**config.mk**
```make
export PLATFORM = sky130hd
export DESIGN_NAME = mem_region_router
export DESIGN_NICKNAME = d
export VERILOG_FILES = /design/src/rtl/mem_router_pkg.sv /design/src/rtl/mem_router_timer.sv /design/src/rtl/mem_region_router.sv
export SDC_FILE = /design/constraint.sdc
export NUM_CORES = 1
export LEC_CHECK = 0
export ABC_AREA = 1
export BUFFER_PORTS_ARGS = -buffer_cell sky130_fd_sc_hd__buf_2
export CAP_MARGIN = 20
export CORE_ASPECT_RATIO = 1.2
export CORE_MARGIN = 10
export CORE_UTILIZATION = 35
export DETAILED_ROUTE_END_ITERATION = 10
export PLACE_DENSITY = 0.64
export SYNTH_ARGS = -nofsm -noshare
export SYNTH_HDL_FRONTEND = slang
export SYNTH_SLANG_ARGS = --single-unit
```
**constraint.sdc**
```tcl
create_clock -name clock -period 4.5 [get_ports clock]
set_input_delay 0.675 -clock clock [delete_from_list [all_inputs] [get_ports clock]]
set_output_delay 0.675 -clock clock [all_outputs]
set_load 0.005 [all_outputs]
```
**src/rtl/mem_router_pkg.sv**
```systemverilog
// rtl/mem_router_pkg.sv - shared types, error codes and helpers for the memory region router
package mem_router_pkg;

    typedef enum logic [1:0] {
        IDLE   = 2'd0,
        ACCESS = 2'd1,
        RESP   = 2'd2
    } state_e;

    typedef enum logic [1:0] {
        ERR_NONE     = 2'b00,
        ERR_UNMAPPED = 2'b01,
        ERR_TIMEOUT  = 2'b10
    } err_code_e;

    localparam logic [31:0] UNMAPPED_DATA_DEFAULT = 32'hDEADBEEF;

    function automatic int clog2(input int value);
        int r;
        r = 0;
        while ((1 << r) < value) r++;
        return r;
    endfunction

endpackage

```
**src/rtl/mem_router_timer.sv**
```systemverilog
// rtl/mem_router_timer.sv - saturating access timeout counter
module mem_router_timer
    import mem_router_pkg::*;
#(
    parameter int LIMIT = 255,
    parameter int W     = clog2(LIMIT + 1)
) (
    input  logic clock,
    input  logic reset,
    input  logic i_clear,
    input  logic i_start,
    output logic o_expired
);

    logic [W-1:0] r_count;

    // Saturates at LIMIT so a stalled FSM can never see the count wrap back to 0.
    always_ff @(posedge clock or negedge reset) begin
        if (!reset) begin
            r_count <= '0;
        end else if (i_clear) begin
            r_count <= '0;
        end else if (i_start && (r_count != W'(LIMIT))) begin
            r_count <= r_count + 1'b1;
        end
    end

    assign o_expired = (r_count == W'(LIMIT - 1));

endmodule

```
**src/rtl/mem_region_router.sv**
```systemverilog
// rtl/mem_region_router.sv - routes one CPU memory request to an address-selected target port
module mem_region_router
    import mem_router_pkg::*;
#(
    parameter int DATA_W         = 32,
    parameter int ADDR_W         = 32,
    parameter int NUM_REGIONS    = 4,
    parameter int REGION_SHIFT   = 28,
    parameter int TIMEOUT_CYCLES = 255,
    parameter logic [DATA_W-1:0] UNMAPPED_DATA = DATA_W'(UNMAPPED_DATA_DEFAULT)
) (
    input  logic                          clock,
    input  logic                          reset,
    input  logic                          mem_valid,
    input  logic                          mem_instr,
    input  logic [ADDR_W-1:0]             mem_addr,
    input  logic [DATA_W-1:0]             mem_wdata,
    input  logic [DATA_W/8-1:0]           mem_wstrb,
    output logic                          mem_ready,
    output logic [DATA_W-1:0]             mem_rdata,
    output logic [NUM_REGIONS-1:0]        tgt_valid,
    output logic                          tgt_instr,
    output logic [ADDR_W-1:0]             tgt_addr,
    output logic [DATA_W-1:0]             tgt_wdata,
    output logic [DATA_W/8-1:0]           tgt_wstrb,
    input  logic [NUM_REGIONS-1:0]        tgt_ready,
    input  logic [NUM_REGIONS*DATA_W-1:0] tgt_rdata,
    output logic                          err_valid,
    output logic [1:0]                    err_code,
    output logic [ADDR_W-1:0]             err_addr,
    input  logic                          err_clear
);

    localparam int FIELD_W = ADDR_W - REGION_SHIFT;
    localparam int IDX_W   = (clog2(NUM_REGIONS) > 0) ? clog2(NUM_REGIONS) : 1;
    localparam int STRB_W  = DATA_W / 8;

    state_e                   r_state;
    logic [IDX_W-1:0]         r_idx;
    logic [NUM_REGIONS-1:0]   r_tgt_valid;
    logic                     r_tgt_instr;
    logic [ADDR_W-1:0]        r_tgt_addr;
    logic [DATA_W-1:0]        r_tgt_wdata;
    logic [STRB_W-1:0]        r_tgt_wstrb;
    logic                     r_mem_ready;
    logic [DATA_W-1:0]        r_mem_rdata;
    logic                     r_err_valid;
    logic [1:0]               r_err_code;
    logic [ADDR_W-1:0]        r_err_addr;

    logic [FIELD_W-1:0]       w_field;
    logic [NUM_REGIONS-1:0]   w_onehot;
    logic                     w_mapped;
    logic                     w_sel_ready;
    logic [DATA_W-1:0]        w_sel_rdata;
    logic                     w_expired;
    logic                     w_tmr_run;
    logic                     w_tmr_clear;
    logic                     w_err_unmapped;
    logic                     w_err_timeout;
    logic                     w_err_evt;
    logic [1:0]               w_err_code_new;
    logic [ADDR_W-1:0]        w_err_addr_new;

    assign w_field = mem_addr[ADDR_W-1:REGION_SHIFT];

    // A region field beyond NUM_REGIONS matches no one-hot bit, so "mapped" falls out of the decode.
    always_comb begin
        w_onehot = '0;
        for (int k = 0; k < NUM_REGIONS; k++) begin
            w_onehot[k] = (w_field == FIELD_W'(k));
        end
    end

    assign w_mapped = |w_onehot;

    always_comb begin
        w_sel_ready = 1'b0;
        w_sel_rdata = '0;
        for (int k = 0; k < NUM_REGIONS; k++) begin
            if (r_idx == IDX_W'(k)) begin
                w_sel_ready = tgt_ready[k];
                w_sel_rdata = tgt_rdata[k*DATA_W +: DATA_W];
            end
        end
    end

    assign w_tmr_run   = (r_state == ACCESS);
    assign w_tmr_clear = (r_state != ACCESS);

    mem_router_timer #(
        .LIMIT (TIMEOUT_CYCLES)
    ) u_timer (
        .clock     (clock),
        .reset     (reset),
        .i_clear   (w_tmr_clear),
        .i_start   (w_tmr_run),
        .o_expired (w_expired)
    );

    assign w_err_unmapped = (r_state == IDLE) && mem_valid && !w_mapped;
    assign w_err_timeout  = (r_state == ACCESS) && !w_sel_ready && w_expired;
    assign w_err_evt      = w_err_unmapped || w_err_timeout;
    assign w_err_code_new = w_err_unmapped ? ERR_UNMAPPED : ERR_TIMEOUT;
    assign w_err_addr_new = w_err_unmapped ? mem_addr : r_tgt_addr;

    always_ff @(posedge clock or negedge reset) begin
        if (!reset) begin
            r_state     <= IDLE;
            r_idx       <= '0;
            r_tgt_valid <= '0;
            r_tgt_instr <= 1'b0;
            r_tgt_addr  <= '0;
            r_tgt_wdata <= '0;
            r_tgt_wstrb <= '0;
            r_mem_ready <= 1'b0;
            r_mem_rdata <= '0;
        end else begin
            r_mem_ready <= 1'b0;
            case (r_state)
                IDLE: begin
                    if (mem_valid) begin
                        r_tgt_instr <= mem_instr;
                        r_tgt_addr  <= mem_addr;
                        r_tgt_wdata <= mem_wdata;
                        r_tgt_wstrb <= mem_wstrb;
                        if (w_mapped) begin
                            r_idx       <= w_field[IDX_W-1:0];
                            r_tgt_valid <= w_onehot;
                            r_state     <= ACCESS;
                        end else begin
                            r_mem_ready <= 1'b1;
                            r_mem_rdata <= UNMAPPED_DATA;
                            r_state     <= RESP;
                        end
                    end
                end
                ACCESS: begin
                    // Ready is checked first so it wins over a coincident timeout.
                    if (w_sel_ready) begin
                        r_tgt_valid <= '0;
                        r_mem_rdata <= (r_tgt_wstrb == '0) ? w_sel_rdata : '0;
                        r_mem_ready <= 1'b1;
                        r_state     <= RESP;
                    end else if (w_expired) begin
                        r_tgt_valid <= '0;
                        r_mem_rdata <= UNMAPPED_DATA;
                        r_mem_ready <= 1'b1;
                        r_state     <= RESP;
                    end
                end
                RESP: begin
                    r_state <= IDLE;
                end
                default: begin
                    r_state     <= IDLE;
                    r_tgt_valid <= '0;
                end
            endcase
        end
    end

    // First error sticks; a clear in the same cycle as a new error lets the new one in.
    always_ff @(posedge clock or negedge reset) begin
        if (!reset) begin
            r_err_valid <= 1'b0;
            r_err_code  <= ERR_NONE;
            r_err_addr  <= '0;
        end else if (w_err_evt && (!r_err_valid || err_clear)) begin
            r_err_valid <= 1'b1;
            r_err_code  <= w_err_code_new;
            r_err_addr  <= w_err_addr_new;
        end else if (err_clear) begin
            r_err_valid <= 1'b0;
            r_err_code  <= ERR_NONE;
            r_err_addr  <= '0;
        end
    end

    assign mem_ready = r_mem_ready;
    assign mem_rdata = r_mem_rdata;
    assign tgt_valid = r_tgt_valid;
    assign tgt_instr = r_tgt_instr;
    assign tgt_addr  = r_tgt_addr;
    assign tgt_wdata = r_tgt_wdata;
    assign tgt_wstrb = r_tgt_wstrb;
    assign err_valid = r_err_valid;
    assign err_code  = r_err_code;
    assign err_addr  = r_err_addr;

endmodule

```
After elaboration in Yosys (flattened, before gate mapping)
Index checks and enable logic that the tools add are counted.
{"block": "word_totals", "out_inout_bits": 141, "input_bits": 205, "register_bits": 153, "wordCells": 93}
{"block": "op_classes", "eq_ne": 15, "reduce_logical": 24, "n_bitwise": 1, "muxes": 39, "n_addsub": 1}
{"op": "2-to-1 mux 32 bit", "count": 12}
{"op": "one-hot mux 32 bit (2 select lines)", "count": 1}
{"op": "2-to-1 mux 4 bit", "count": 4}
{"op": "2-to-1 mux 8 bit", "count": 2}
{"op": "2-to-1 mux 2 bit", "count": 7}
{"op": "one-hot mux 4 bit (3 select lines)", "count": 1}
{"op": "2-to-1 mux 1 bit", "count": 10}
{"op": "adder 8 x 1 -> 8 bit, second input constant", "count": 1}
{"op": "equality test 4 x 2 -> 1 bit, second input constant", "count": 2}
{"op": "equality test 8 bit, second input constant", "count": 1}
{"op": "zero test 4 bit", "count": 2}
{"op": "inequality test 8 bit, second input constant", "count": 1}
{"op": "AND reduction 4 bit", "count": 2}
{"op": "equality test 2 bit, second input constant", "count": 3}
{"op": "logical AND 1 bit", "count": 6}
{"op": "inequality test 2 bit, second input constant", "count": 3}
{"op": "nonzero test 2 bit", "count": 3}
{"op": "equality test 2 x 1 -> 1 bit, second input constant", "count": 2}
{"op": "equality test 4 x 1 -> 1 bit, second input constant", "count": 1}
{"op": "zero test 2 bit", "count": 2}
{"op": "one-hot mux 2 bit (2 select lines)", "count": 1}
{"op": "AND reduction 2 bit", "count": 2}
{"op": "OR reduction 4 bit", "count": 1}
{"op": "zero test 1 bit", "count": 3}
{"op": "other kinds (6)", "count": 7}

Depth between registers and ports, before layout
Gate-level depths: netlist (run 1).
{"block": "logic_depth", "depth_word": 11, "depth_mapped": 11, "ltp_nobuf": 11}

Hierarchy
From an unflattened synthesis (run 1), not the netlist that was laid out.
{"block": "unflattened", "hier_cells": 947, "hier_area_um2": 7458.4}
{"module": "mem_region_router", "area_per_inst_um2": 6932.9, "instances": 1, "cells_each": 872, "seq_area_each_um2": 3628.5}
{"module": "mem_router_timer", "area_per_inst_um2": 525.5, "instances": 1, "cells_each": 75, "seq_area_each_um2": 200.2}

Worst setup path before layout (run 1)
Ideal clock, no wire load.
{"block": "synth_timing", "path_type": "in2reg", "startpoint": "in mem_addr[30]", "endpoint": "reg r_mem_rdata[25] (netlist: mem_rdata[25])", "t_required_ps": 4383, "slack_ps": 2740, "n_path_buf": 1, "path_stages": 9, "arrival_ps": 1643, "setup_time_ps": 117, "path_cell_list": "nor2_2 -> inv_1 -> nand2_1 -> nand2_2 -> inv_2 -> nand2_4 -> buf_4 -> o21ai_1 -> inv_1"}
{"block": "synth_between", "elab_chain_len": 4, "word_cells_on_any_way": 7, "cone_classes": "4 x eq/ne; 3 x reduce/logical"}
{"element": "from (decl)", "line_no": "mem_region_router.sv:16", "text": "input logic [ADDR_W-1:0] mem_addr,"}
{"element": "equality test 4 x 1 -> 1 bit, or another cell as far along", "line_no": "mem_region_router.sv:71", "text": "w_onehot[k] = (w_field == FIELD_W'(k));"}
{"element": "OR reduction 4 bit (*)", "line_no": "mem_region_router.sv:75", "text": "assign w_mapped = |w_onehot;"}
{"element": "inequality test 2 bit (no line) (*)"}
{"element": "AND reduction 4 bit (no line) (*)"}
{"element": "to (signal assigned)", "line_no": "mem_region_router.sv:142", "text": "r_mem_rdata <= (r_tgt_wstrb == '0) ? w_sel_rdata : '0;"}
{"element": "to (decl)", "line_no": "mem_region_router.sv:46", "text": "logic [DATA_W-1:0] r_mem_rdata;"}
Mark *: on every way between the ends. The rest lies on a longest branch, timed or not.
A chain may end at the register's enable or synchronous reset.

Worst setup path in the final report (run 1)
{"block": "layout_timing", "startpoint": "reg r_idx[0]", "endpoint": "reg r_err_addr[2] (netlist: err_addr[2])"}
{"block": "layout_between", "elab_chain_len": 11, "word_cells_on_any_way": 15, "cone_classes": "3 x eq/ne; 5 x mux; 7 x reduce/logical"}
{"element": "from (decl)", "line_no": "mem_region_router.sv:39", "text": "logic [IDX_W-1:0] r_idx;"}
{"element": "from (signal assigned)", "line_no": "mem_region_router.sv:128", "text": "r_idx <= w_field[IDX_W-1:0];"}
{"element": "zero test 2 bit", "line_no": "mem_region_router.sv:81", "text": "if (r_idx == IDX_W'(k)) begin"}
{"element": "2-to-1 mux 1 bit (3 in series)", "line_no": "mem_region_router.sv:81"}
{"element": "2-to-1 mux 1 bit (*)", "line_no": "mem_region_router.sv:81"}
{"element": "zero test 1 bit (*)", "line_no": "mem_region_router.sv:102", "text": "assign w_err_timeout = (r_state == ACCESS) && !w_sel_ready && w_expired;"}
{"element": "logical AND 1 bit (*) (2 in series)", "line_no": "mem_region_router.sv:102"}
{"element": "logical OR 1 bit (*)", "line_no": "mem_region_router.sv:103", "text": "assign w_err_evt = w_err_unmapped || w_err_timeout;"}
{"element": "logical AND 1 bit (*)", "line_no": "mem_region_router.sv:169", "text": "end else if (w_err_evt && (!r_err_valid || err_clear)) begin"}
{"element": "2-to-1 mux 32 bit or nonzero test 2 bit (tied branches)"}
{"element": "to (signal assigned)", "line_no": "mem_region_router.sv:172", "text": "r_err_addr <= w_err_addr_new;"}
{"element": "to (decl)", "line_no": "mem_region_router.sv:49", "text": "logic [ADDR_W-1:0] r_err_addr;"}
Marks and branches as above.

==> run metrics, run 1 <==
outcome=finished, final reports clean; critical path data arrival time=3.78 ns; initial antenna violation count=6; Critical path origin=r_idx[0]; die area=28110 um2; number of synthesized flops with an enable pin=0; Root Driver=clkbuf_16; die width=154.7 um; DP HPWL=20190 um; Ys Warns=0; fin crit share=77.29%; routed vias/inst=4.764; CP Capture Type=flop; Syn Nets=1230; Reg clk slew, reported paths=0.07 ns; CP dominant cell by count=nand3_2; Setup Fix Bufs, Post-CTS=0; Top Family by Delay on Critical Path=simple AND/OR/NAND/NOR gates; Syn Std Cell Area=7622 um2; pre-CTS setup slack=1.004 ns; fin nets=1546; wire per inst=16.79 um; Synth Instances=1023; Max-cap violations=0; final WL=27350 um; minimum clock period=3.478 ns; Setup Skew=0.01007 ns; hold_buf cts=0; Die Height=181.7 um; peak per-stage delay on the critical path=0.97 ns; core box area=21560 um2; final hold vios=0; DRC=0; gpl congestion=0.8441; final total power=5966 uW; most frequent cells in the layout=348 x nand2_1, 344 x buf_2, 153 x dfrtp_1, 97 x nor2_1, 87 x inv_1; H-tree levels=4; CP Max Fanout=35; total CTS buffers=17; setup ws final=1.022 ns; pwr dens=587.7 nW/um2; leak pwr=0.005590 uW; Max transition margin=34.40%; first-pass GRT wire length=42420 um; vias in the first global route=7696; Resize count post-CTS=0; Startpoint Class=flop; Hold WC Path Type=input port to asynchronous set/reset pin; Detail Route Antenna Nets=0; DRT iter0 DRCs=350; synthesized flop and latch total=153; CTS max path bufs=2; largest net degree at the start of global routing=104; fmax=287.5 MHz; final std cells w/o fill=1629; share of layout cells above drive strength 1=30.62%; sequential cell area fraction in the yosys report=50.23%; Final setup viols=0; CTS tree=yes; ys async rst share=100.0%; clk sinks=153; worst skew pair latency=0.42 ns; max-slew violations=0; Peak VDD IR=0.0002692 V; FF-to-FF Start=r_idx[0]; Layout area overhead=33.19%; RSZ-0062 raised after global routing=no; I/O pin count=346; placed cell count=1593; TNS Setup=0 ns; Avg Inst Size Synth=7.451 um2; Vias=7761; slowest CP cell=dfrtp_1; predominant post-synthesis flop cell=dfrtp_1; crit path cell chain=inv_2 -> nand3_1 -> nand3_2 -> nand3_2 -> nand3_2 -> nand3_1 -> nand2_1; Worst Tran Pin Value=0.9840 ns; most common cell after layout, fill and taps aside=nand2_1; Synth cell types=30; path type of the worst setup path=flop to flop; PortBufs=345; total gr overflow=0; WP buf/inv=1; Pre-Repair DR Iteration Count=4; num rows=59; initial core utilization=35.36%; GRT Util Overall=18.67%; CP required=4.80 ns
==> cell families after synthesis <==
kind of cell	synth area share (%)
flip-flops	50.23
buffers and inverters	7.830
AND/OR/NAND/NOR	32.29
AO/OA/AOI/OAI	9.324
adder cells (fa/ha/maj)	0.3282
==> registers in the layout (all words and copies together), names as in the netlist <==
signal	count
err_addr	32
mem_rdata	32
tgt_addr	32
tgt_wdata	32
u_timer.r_count	8
tgt_valid	4
tgt_wstrb	4
err_code	2
r_idx	2
r_state	2
err_valid	1
mem_ready	1
tgt_instr	1
==> final timing paths <==
| kind | end | slack [ns] | cells after the start |
|---|---|---|---|
| max | err_addr[2] | 1.02 | 7 |
| min | mem_rdata[19] | 0.27 | 1 |
| max reg2reg | err_addr[2] | 1.02 | 7 |
| min reg2reg | tgt_valid[0] | 0.47 | 2 |
| max in group asynchronous | tgt_addr[1] | 3.30 | 2 |
| min in group clock | tgt_wdata[13] | 0.44 | 3 |
==> routing by layer <==
layer	GRT usage, %	vias to the layer above	part of all wire (%)
met5	0	-	0.11
li1	-	3902	-
met2	30.79	285	47
met3	8.014	32	11
met1	21.85	3536	41
met4	4.578	6	1.4
==> synth_stat cells, types with 10 or more instances <==
cell type | n | share of area, %
nand2_1 | 349 | 17
dfrtp_1 | 153 | 50
nor2_1 | 98 | 4.8
inv_1 | 87 | 4.3
o21ai_0 | 83 | 5.4
nand3_1 | 66 | 4.3
nand4_1 | 39 | 3.2
clkbuf_1 | 32 | 1.6
a21oi_1 | 25 | 1.6
o21ai_1 | 19 | 1.2
buf_2 | 14 | 0.92
or2_2 | 10 | 0.82
==> area by class of cell <==
type                       count  area (um2)
timing repair buffer         354        1817
fill                        2204       11400
multi-input combinational    721        3207
sequential                   153        3829
tap                          274       342.8
inverter                      92       345.3
clock buffer                  17       425.4
clock inverter                15       178.9
antenna                        3       7.507
==> power breakdown <==
group	internal, uW	switching, uW
logic	869	1430
clock network	843	641
registers	1850	328
total	3560	2400
==> worst register-to-register path: stages, from the launching register on <==
cell     delay (ns)
dfrtp_1        0.97
inv_2          0.34
nand3_1        0.17
nand3_2        0.14
nand3_2        0.56
nand3_2        0.82
nand3_1        0.27
nand2_1        0.08
==> metrics by stage <==
step                cell area, um2  util (%)  hold WS, ns
finish                       10150     47.10       0.2738
global route                 10140     47.06       0.3310
CTS                          10130     47.01       0.3297
detailed placement            9529     44.21       0.4592
global placement              9529     44.21       0.4510
floorplan                     7622         -       0.3794
No activity file was read; power rests on OpenSTA's default activity.
==> run 2, diff against run 1 <==
==> constraint.sdc (replaced) <==
create_clock -name clock -period 3.3 [get_ports clock]
set_input_delay 0.495 -clock clock [delete_from_list [all_inputs] [get_ports clock]]
set_output_delay 0.495 -clock clock [all_outputs]
set_load 0.005 [all_outputs]
==> run 2 against run 1 <==
Clock skew fell by 0.0013 ns. Non-clock buffer count rose by 7. Worst setup slack got worse by 0.33 ns. First-iteration DRC count rose by 27%. Largest cell class unchanged.
==> run metrics, run 2 (same netlist as run 1, synthesis figures left out) <==
outcome=finished, final reports clean; hold_buf cts=0; gpl congestion=0.8676; r2r worst-path depth=8; fin crit share=78.91%; Root Driver=clkbuf_16; Setup Skew=0.008814 ns; I/O pin count=346; largest net degree at the start of global routing=104; Setup Fix Bufs, Post-CTS=0; initial antenna violation count=4; final WL=27860 um; Die Height=181.7 um; path type of the worst setup path=flop to flop; die width=154.7 um; CP Max Fanout=35; Final setup viols=0; metal3 WL=3009 um; GRT Util Overall=18.92%; DRT iter0 DRCs=446; routed vias/inst=4.797; DP HPWL=20830 um; leak pwr=0.005596 uW; Reg clk slew, reported paths=0.06 ns; most common cell after layout, fill and taps aside=nand2_1; PortBufs=345; H-tree levels=4; wire per inst=17.05 um; fin nets=1553; Fill cells=2216; vias in the first global route=7775; core box area=21560 um2; first-pass GRT wire length=43140 um; Detail Route Antenna Nets=0; initial core utilization=35.36%; CTS tree=yes; Max-cap violations=0; clk sinks=153; worst hold slack=0.05348 ns; Pre-Repair DR Iteration Count=6; RSZ-0062 raised after global routing=no; pwr dens=786.4 nW/um2; top sig layer=met5; total gr overflow=0; fmax=384.0 MHz; Peak VDD IR=0.0003673 V; worst skew pair latency=0.41 ns; Layout area overhead=33.16%; minimum clock period=2.604 ns; Worst Tran Pin Value=0.9905 ns; Startpoint Class=flop; Hold WC Path Type=input port to asynchronous set/reset pin; Max transition margin=33.97%; Vias=7839; Resize count post-CTS=0; total CTS buffers=17; CP required=3.59 ns; share of layout cells above drive strength 1=30.80%; max-slew violations=0; die area=28110 um2; metal2 WL=13430 um; CTS max path bufs=2; DRC=0; CP Capture Type=flop; TNS Setup=0 ns; final hold vios=0; Post-Route M1 WL=10990 um; num rows=59; most frequent cells in the layout=348 x nand2_1, 344 x buf_2, 153 x dfrtp_1, 97 x nor2_1, 87 x inv_1; critical path data arrival time=2.90 ns
[run 2: cell types whose count changed in the layout (fill, tap and decap cells not counted)]
| cell | delta |
|---|---|
| bufinv_16 | -2 |
| clkbuf_1 | +1 |
| clkbuf_8 | +4 |
| inv_8 | -4 |
| inv_6 | -4 |
| clkinv_4 | +3 |
| buf_4 | +7 |
[run 2: critical path, stage by stage, from the launching register on]
cell	delay, ns
dfrtp_1	0.50
inv_2	0.21
nand3_1	0.13
nand3_2	0.13
nand3_2	0.09
buf_4	0.36
nand3_2	0.69
nand3_1	0.30
nand2_1	0.08
[run 2: cell type report]
type	count	area (um2)	area share (%)
sequential	153	3829	37.72
multi-input combinational	721	3207	31.60
timing repair buffer	361	1869	18.42
clock buffer	22	484.2	4.771
inverter	92	345.3	3.402
tap	274	342.8	3.378
clock inverter	8	65.06	0.6410
antenna	3	7.507	0.07396
[run 2: metal layers]
| layer | up-vias | global-route usage (%) |
|---|---|---|
| met2 | 323 | 31.43 |
| met1 | 3582 | 21.70 |
| met5 | - | 0 |
| met4 | 2 | 4.919 |
| li1 | 3908 | - |
| met3 | 24 | 8.369 |
[run 2: power by group]
part | internal (uW) | switching, uW
combinational | 1210 | 2050
clock | 1040 | 765
sequential | 2530 | 378
total | 4790 | 3200
[run 2: path summary, 6_finish.rpt]
kind	end	startpoint	slack, ns
hold reg to reg	mem_rdata[4]	mem_rdata[4]	0.47
min in group clock	tgt_instr	mem_instr	0.28
hold / removal	mem_rdata[18]	reset	0.05
max in group asynchronous	err_addr[24]	reset	2.46
setup / recovery	err_addr[20]	r_idx[0]	0.70
setup reg to reg	err_addr[20]	r_idx[0]	0.70
[run 2: metrics by stage]
| stage | utilization [%] | setup slack [ns] | instance area (um2) | total power [uW] | cells |
|---|---|---|---|---|---|
| 2_1_floorplan | - | 1.720 | 7622 | 4727 | 1023 |
| 3_5_place_dp | 44.45 | 0.7004 | 9582 | 6241 | 1600 |
| 5_1_grt | 47.05 | 0.4712 | 10140 | 8661 | 1631 |
| 6_report | 47.09 | 0.6959 | 10150 | 7982 | 1634 |
| 3_3_place_gp | 44.45 | 0.7666 | 9582 | 6189 | 1600 |
| 4_1_cts | 47.00 | 0.6911 | 10130 | 8107 | 1630 |
